==> src/rtl/tlight_junction_if.sv <==
// Request inputs and lamp outputs of the junction controller.
// The controller takes the slave modport; whatever drives the buttons takes the master modport.
interface tlight_junction_if #(
    parameter int NUM_DIR = 2
);
    localparam int PW = ($clog2(NUM_DIR) > 1) ? $clog2(NUM_DIR) : 1;

    logic               ped_req;
    logic               flash_en;
    logic [NUM_DIR-1:0] r;
    logic [NUM_DIR-1:0] a;
    logic [NUM_DIR-1:0] g;
    logic               walk;
    logic               ped_wait;
    logic [PW-1:0]      phase;

    modport master (
        output ped_req, flash_en,
        input  r, a, g, walk, ped_wait, phase
    );

    modport slave (
        input  ped_req, flash_en,
        output r, a, g, walk, ped_wait, phase
    );
endinterface

==> src/rtl/tlight_junction.sv <==
// Round-robin multi-head traffic-light controller with a latched pedestrian walk phase
// and an amber-flash service mode; lamps are Moore decodes of state, phase and flash_bit.
//
// state       | meaning
// ALL_RED     | clearance, every head red
// RED_AMBER   | head `phase` shows red+amber
// GREEN       | head `phase` shows green
// AMBER       | head `phase` shows amber
// PED_WALK    | every head red, walk lamp on
// FLASH       | service mode, all ambers blink together
module tlight_junction #(
    parameter int NUM_DIR       = 2,
    parameter int TIMER_W       = 8,
    parameter int ALL_RED_CYC   = 2,
    parameter int RED_AMBER_CYC = 2,
    parameter int GREEN_CYC     = 8,
    parameter int AMBER_CYC     = 3,
    parameter int WALK_CYC      = 6,
    parameter int FLASH_CYC     = 4
) (
    input  logic              clk,
    input  logic              rst_n,
    tlight_junction_if.slave  bus
);
    localparam int PW = ($clog2(NUM_DIR) > 1) ? $clog2(NUM_DIR) : 1;

    localparam logic [TIMER_W-1:0] T_ALL_RED   = TIMER_W'(ALL_RED_CYC - 1);
    localparam logic [TIMER_W-1:0] T_RED_AMBER = TIMER_W'(RED_AMBER_CYC - 1);
    localparam logic [TIMER_W-1:0] T_GREEN     = TIMER_W'(GREEN_CYC - 1);
    localparam logic [TIMER_W-1:0] T_AMBER     = TIMER_W'(AMBER_CYC - 1);
    localparam logic [TIMER_W-1:0] T_WALK      = TIMER_W'(WALK_CYC - 1);
    localparam logic [TIMER_W-1:0] T_FLASH     = TIMER_W'(FLASH_CYC - 1);
    localparam logic [PW-1:0]      LAST_DIR    = PW'(NUM_DIR - 1);

    typedef enum logic [2:0] {
        S_ALL_RED,
        S_RED_AMBER,
        S_GREEN,
        S_AMBER,
        S_PED_WALK,
        S_FLASH
    } state_t;

    state_t             state_q, state_d;
    logic [PW-1:0]      phase_q, phase_d;
    logic [TIMER_W-1:0] timer_q, timer_d;
    logic               ped_pend_q, ped_pend_d;
    logic               flash_bit_q, flash_bit_d;
    logic               timer_done;
    logic [NUM_DIR-1:0] dir_oh;

    assign timer_done = (timer_q == '0);
    assign dir_oh     = NUM_DIR'(1) << phase_q;

    always_ff @(posedge clk or negedge rst_n) begin
        if (!rst_n) begin
            state_q     <= S_ALL_RED;
            phase_q     <= '0;
            timer_q     <= T_ALL_RED;
            ped_pend_q  <= 1'b0;
            flash_bit_q <= 1'b0;
        end else begin
            state_q     <= state_d;
            phase_q     <= phase_d;
            timer_q     <= timer_d;
            ped_pend_q  <= ped_pend_d;
            flash_bit_q <= flash_bit_d;
        end
    end

    always_comb begin
        state_d     = state_q;
        phase_d     = phase_q;
        timer_d     = timer_q - TIMER_W'(1);
        flash_bit_d = flash_bit_q;

        if (bus.flash_en) begin
            if (state_q != S_FLASH) begin
                state_d     = S_FLASH;
                timer_d     = T_FLASH;
                flash_bit_d = 1'b1;
            end else if (timer_done) begin
                timer_d     = T_FLASH;
                flash_bit_d = ~flash_bit_q;
            end
        end else begin
            unique case (state_q)
                S_ALL_RED: if (timer_done) begin
                    state_d = S_RED_AMBER;
                    timer_d = T_RED_AMBER;
                end
                S_RED_AMBER: if (timer_done) begin
                    state_d = S_GREEN;
                    timer_d = T_GREEN;
                end
                S_GREEN: if (timer_done) begin
                    state_d = S_AMBER;
                    timer_d = T_AMBER;
                end
                S_AMBER: if (timer_done) begin
                    if (phase_q == LAST_DIR && ped_pend_q) begin
                        state_d = S_PED_WALK;
                        timer_d = T_WALK;
                    end else begin
                        state_d = S_ALL_RED;
                        timer_d = T_ALL_RED;
                    end
                    phase_d = (phase_q == LAST_DIR) ? '0 : phase_q + PW'(1);
                end
                S_PED_WALK: if (timer_done) begin
                    state_d = S_ALL_RED;
                    timer_d = T_ALL_RED;
                    phase_d = '0;
                end
                S_FLASH: begin
                    state_d     = S_ALL_RED;
                    timer_d     = T_ALL_RED;
                    phase_d     = '0;
                    flash_bit_d = 1'b0;
                end
                default: begin
                    state_d = S_ALL_RED;
                    timer_d = T_ALL_RED;
                    phase_d = '0;
                end
            endcase
        end
    end

    // Entering the walk clears the request even if the button is pressed on that same edge.
    always_comb begin
        ped_pend_d = ped_pend_q;
        if (state_d == S_PED_WALK && state_q != S_PED_WALK) begin
            ped_pend_d = 1'b0;
        end else if (state_q != S_PED_WALK && bus.ped_req) begin
            ped_pend_d = 1'b1;
        end
    end

    always_comb begin
        bus.r        = '1;
        bus.a        = '0;
        bus.g        = '0;
        bus.walk     = 1'b0;
        bus.ped_wait = ped_pend_q;
        bus.phase    = phase_q;
        unique case (state_q)
            S_ALL_RED:   ;
            S_RED_AMBER: bus.a = dir_oh;
            S_GREEN: begin
                bus.r = ~dir_oh;
                bus.g = dir_oh;
            end
            S_AMBER: begin
                bus.r = ~dir_oh;
                bus.a = dir_oh;
            end
            S_PED_WALK:  bus.walk = 1'b1;
            S_FLASH: begin
                bus.r = '0;
                bus.a = {NUM_DIR{flash_bit_q}};
            end
            default:     ;
        endcase
    end
endmodule

==> src/flat_wrapper.sv <==
// flat-port wrapper written by rule: the top's interface ports become plain ports
module tlight_junction_flat 
#(
    parameter int NUM_DIR       = 2,
    parameter int TIMER_W       = 8,
    parameter int ALL_RED_CYC   = 2,
    parameter int RED_AMBER_CYC = 2,
    parameter int GREEN_CYC     = 8,
    parameter int AMBER_CYC     = 3,
    parameter int WALK_CYC      = 6,
    parameter int FLASH_CYC     = 4
)
  (clk, rst_n, bus_ped_req, bus_flash_en, bus_r, bus_a, bus_g, bus_walk, bus_ped_wait, bus_phase);
  tlight_junction_if #(.NUM_DIR(NUM_DIR)) bus_i ();
  input  logic clk;
  input  logic rst_n;
  input wire logic [$bits(bus_i.ped_req)-1:0] bus_ped_req;
  input wire logic [$bits(bus_i.flash_en)-1:0] bus_flash_en;
  output wire logic [$bits(bus_i.r)-1:0] bus_r;
  output wire logic [$bits(bus_i.a)-1:0] bus_a;
  output wire logic [$bits(bus_i.g)-1:0] bus_g;
  output wire logic [$bits(bus_i.walk)-1:0] bus_walk;
  output wire logic [$bits(bus_i.ped_wait)-1:0] bus_ped_wait;
  output wire logic [$bits(bus_i.phase)-1:0] bus_phase;
  assign bus_i.ped_req = bus_ped_req;
  assign bus_i.flash_en = bus_flash_en;
  assign bus_r = bus_i.r;
  assign bus_a = bus_i.a;
  assign bus_g = bus_i.g;
  assign bus_walk = bus_i.walk;
  assign bus_ped_wait = bus_i.ped_wait;
  assign bus_phase = bus_i.phase;
  tlight_junction #(.NUM_DIR(NUM_DIR), .TIMER_W(TIMER_W), .ALL_RED_CYC(ALL_RED_CYC), .RED_AMBER_CYC(RED_AMBER_CYC), .GREEN_CYC(GREEN_CYC), .AMBER_CYC(AMBER_CYC), .WALK_CYC(WALK_CYC), .FLASH_CYC(FLASH_CYC)) u_core (.clk(clk), .rst_n(rst_n), .bus(bus_i));
endmodule
==> config.mk <==
export PLATFORM = sky130hd
export DESIGN_NAME = tlight_junction_flat
export DESIGN_NICKNAME = d
export VERILOG_FILES = /design/src/rtl/tlight_junction_if.sv /design/src/rtl/tlight_junction.sv /design/src/flat_wrapper.sv
export SDC_FILE = /design/constraint.sdc
export NUM_CORES = 1
export LEC_CHECK = 0
export BUFFER_PORTS_ARGS = -buffer_cell sky130_fd_sc_hd__buf_2
export CAP_MARGIN = 5
export CORE_MARGIN = 2
export CORE_UTILIZATION = 54
export DETAILED_ROUTE_END_ITERATION = 6
export PLACE_DENSITY_LB_ADDON = 0.05
export SLEW_MARGIN = 25
export SYNTH_ARGS = -nofsm -noshare
export SYNTH_HDL_FRONTEND = slang
export SYNTH_SLANG_ARGS = --single-unit
==> constraint.sdc <==
create_clock -name clk -period 1.8 [get_ports clk]
set_input_delay 0.27 -clock clk [delete_from_list [all_inputs] [get_ports clk]]
set_output_delay 0.27 -clock clk [all_outputs]
set_load 0.1 [all_outputs]
==> key figures <==
Synth
  • Post-synth EDFFs: 0
  • Share of flip-flops with an asynchronous set or reset: 1.00
  • Synth Flop Type: dfrtp_1
  • Post-synthesis xor/xnor area fraction: 0.0781
  • Seq cells post-synth: 14
  • Synth warn: 0
  • Net count after synthesis: 110
  • Area of the mapped netlist: 897 sq um
  • Synthesized area per cell: 8.63 sq um
  • Share of synthesized area spent on multiplexers: 0.0112
  • Combinational family with the most area after synthesis: simple AND/OR/NAND/NOR gates
  • Share of the synthesized area in compound gates (AO/OA/AOI/OAI): 0.180
  • Adder-Cell Fraction of Synth Area: 0.0279
  • Fraction of the yosys area taken by sequential cells: 0.392
  • Mapped Cells: 104
  • Post-Synth Simple-Gate Area: 0.262
  • Number of distinct library cells after synthesis: 37

Layout
  • Area occupied by registers: between 300 and 400 sq um
  • Leading cell types in the layout, fill and taps excluded: nor2_1 (16), buf_4 (11), dfrtp_1 (9), nand2_1 (7), buf_12 (7)
  • Most common library cell in the layout ignoring fill and taps: nor2_1
  • Number of nets in the layout: between 100 and 150
  • Fraction of final layout cells sized beyond drive strength 1: 0.402
  • Area of combinational cells with multiple inputs: just under 600 sq um
  • Fillers: 92
  • Post-route cell area: 0.00130 sq mm
  • Area Overhead vs Synth: 44.9%
  • Count of placed standard cells in the final layout, fillers left out: 143
  • Share of the core filled with cells in the final layout: 0.853
  • Number of diodes: 0

Route
  • Post-DR vias/cell: 6.36
  • Starting DRC count in detailed routing: 26
  • Total via count after detailed routing: 910
  • Total detailed-routing wirelength: 2.61 mm
  • Count of antenna-violating nets left after detailed routing: 0
  • Drt first pass iters: 4
  • Post-DR wirelength/cell: 18.3 um
  • DRC errors left: 0

Place
  • DP Area: 0.00117 sq mm
  • Total placed cells including tap cells: 132
  • DP HPWL: 1.63 mm
  • Post-placement setup slack: 0.0474 ns
  • Placer congestion estimate: 0.844
  • Port Buffer Count: 12

Die
  • Starting density of the core: 0.589
  • Core box area: 0.00152 sq mm
  • Die area: 0.00200 sq mm
  • I/O pin count: 13
  • Width of the die: ~45 um
  • Die Span Y: 44.8 um
  • Placement row count: 14

Critical path
  • Number of logic stages on the critical path including buffering: 7
  • Path depth of the worst reg2reg path: 7
  • Crit Path Category: reg -> reg
  • CP delay by family, top: flip-flops
  • Startpoint Class: flip-flop
  • Cell chain of the critical path: inv_2 -> ha_1 -> nor3b_4 -> buf_4 -> a31oi_1 -> nor3b_2 -> a311oi_2
  • Crit. End Element: flip-flop
  • Number of buffers and inverters on the critical path: 2
  • Arrival time at the worst endpoint: 2.01 ns
  • Peak fanout along the critical path: 5
  • Slack of the worst reg-to-reg path: -0.004 ns
  • Crit-path slowest cell: dfstp_2
  • Worst path max stage delay: 0.59 ns
  • Crit path required time: about 2 ns

Timing
  • Timing-limited maximum frequency: 0.554 GHz
  • Worst path setup slack after routing: -0.00397 ns
  • Period Utilization, post-route: 1.00
  • Post-Route Hold Slack: 0.235 ns
  • Final Critical Period: approximately 1.8 ns
  • # setup viols final: 1
  • Worst slew pin tran: 0.615 ns
  • Total count of hold-check failures in the final report: 0
  • Final Max Slew Viols: 0
  • Headroom to the max-slew limit: 0.586
  • Final TNS setup: -0.00397 ns
  • Clock skew after layout: roughly 0.015 ns

CTS
  • Clock Tree Root: clkbuf_4
  • Clock transition time at the flip-flop clock pins of the worst setup and hold paths: 0.10 ns
  • Clock Latency Late Sink: approximately 0.30 ns
  • Clk sinks: 14
  • CTS H-Tree Depth: 1
  • Clock tree from TritonCTS: yes
  • Total clock buffers created by CTS: 3
  • Maximum buffer depth of the clock tree: 2

Worst hold path
  • Hold depth: 3
  • Hold/Removal Path Class: in -> reg

Global routing
  • First-pass GRT wire length: 3.92 mm
  • Overall global routing resource usage: 0.280
  • Vias in the first global route: around 840
  • Pin count of the biggest net entering global routing: 15
  • Grt ovf: 0
  • Number of antenna violations at the first check in global routing: 0

Power
  • Worst vdd rail ir drop: 1670 uV
  • Pwr Density: about 1900 mW/mm^2
  • Total leakage power: 0.567 nW
  • Total power consumption of the routed design: roughly 2.5 mW

Status
  • Violated checks: negative setup slack
  • Run status: complete, but fails checks

Run
  • Number of max-capacitance violations reported: 0
==> layout make-up <==
cell class                      count  share of cell area
Tap cell                           16              0.0154
Multi-Input combinational cell     79               0.459
Sequential cell                    14               0.276
Timing Repair Buffer               25               0.207
Clock buffer                        4              0.0279
Inverter                            5              0.0144
==> state kept, by name (all words and copies together), names as in the netlist <==
| name | flops |
|---|---|
| u_core.flash_bit_q | 1 |
| u_core.bus.ped_wait | 1 |
| u_core.state_q | 3 |
| u_core.timer_q | 8 |
| u_core.bus.phase | 1 |
==> kinds of logic (layout without fill, tap and decap cells) <==
family	count (synthesis)	count (layout)
AND/OR/NAND/NOR	44	44
AO/OA/AOI/OAI	24	24
flip-flops	14	14
buffers and inverters	11	34
XOR/XNOR	8	8
adder cells (fa/ha/maj)	2	2
multiplexers	1	1
==> worst paths after layout <==
kind,to,startpoint
hold / removal,u_core.bus.ped_wait,bus_ped_req
min in group asynchronous,u_core.timer_q[6],rst_n
setup / recovery,u_core.timer_q[1],u_core.timer_q[0]
hold reg to reg,u_core.flash_bit_q,u_core.flash_bit_q
setup reg to reg,u_core.timer_q[1],u_core.timer_q[0]
max in group asynchronous,u_core.timer_q[0],rst_n
==> cells in the mapped netlist, drive strengths merged, types with 2 or more instances <==
cell,number,share of area
nand3,4,0.022
nand4,2,0.014
a21o,2,0.017
xnor2,4,0.039
inv,5,0.021
nor2,17,0.071
nor3b,2,0.017
dfrtp,13,0.36
o21ai,3,0.017
xor2,4,0.039
a21oi,6,0.033
nand2,8,0.036
o211ai,2,0.017
nor3,2,0.011
ha,2,0.028
buf,2,0.011
or4,2,0.017
a31oi,2,0.014
o31ai,2,0.017
clkbuf,4,0.017
==> where the power goes <==
part	switching [mW]	total (mW)	internal (mW)
Sequential	0.209	0.657	0.448
Clock	0.116	0.239	0.123
Combinational	0.951	1.64	0.685
==> layer usage <==
layer,GRT usage,up-vias,part of all wire
met5,0,-,0
met4,0.158,0,0.028
met3,0.0360,7,0.046
met2,0.478,24,0.53
met1,0.339,465,0.40
li1,-,414,-
==> worst min-delay path, delay by kind of cell <==
family          cells  cell delay (ns)
simple gates        1             0.09
buf+inv             1             0.08
compound gates      1             0.05
==> repair_timing <==
item | 4_1_cts | 5_1_grt
resized for setup | 4 | 9
hold buffers | 1 | 0
endpoints found under the hold margin | 13 | 0
pin swaps | 0 | 3
setup endpoints to repair | 5 | 13
setup buffers | 0 | 6
(Power assumes the default switching activity.)
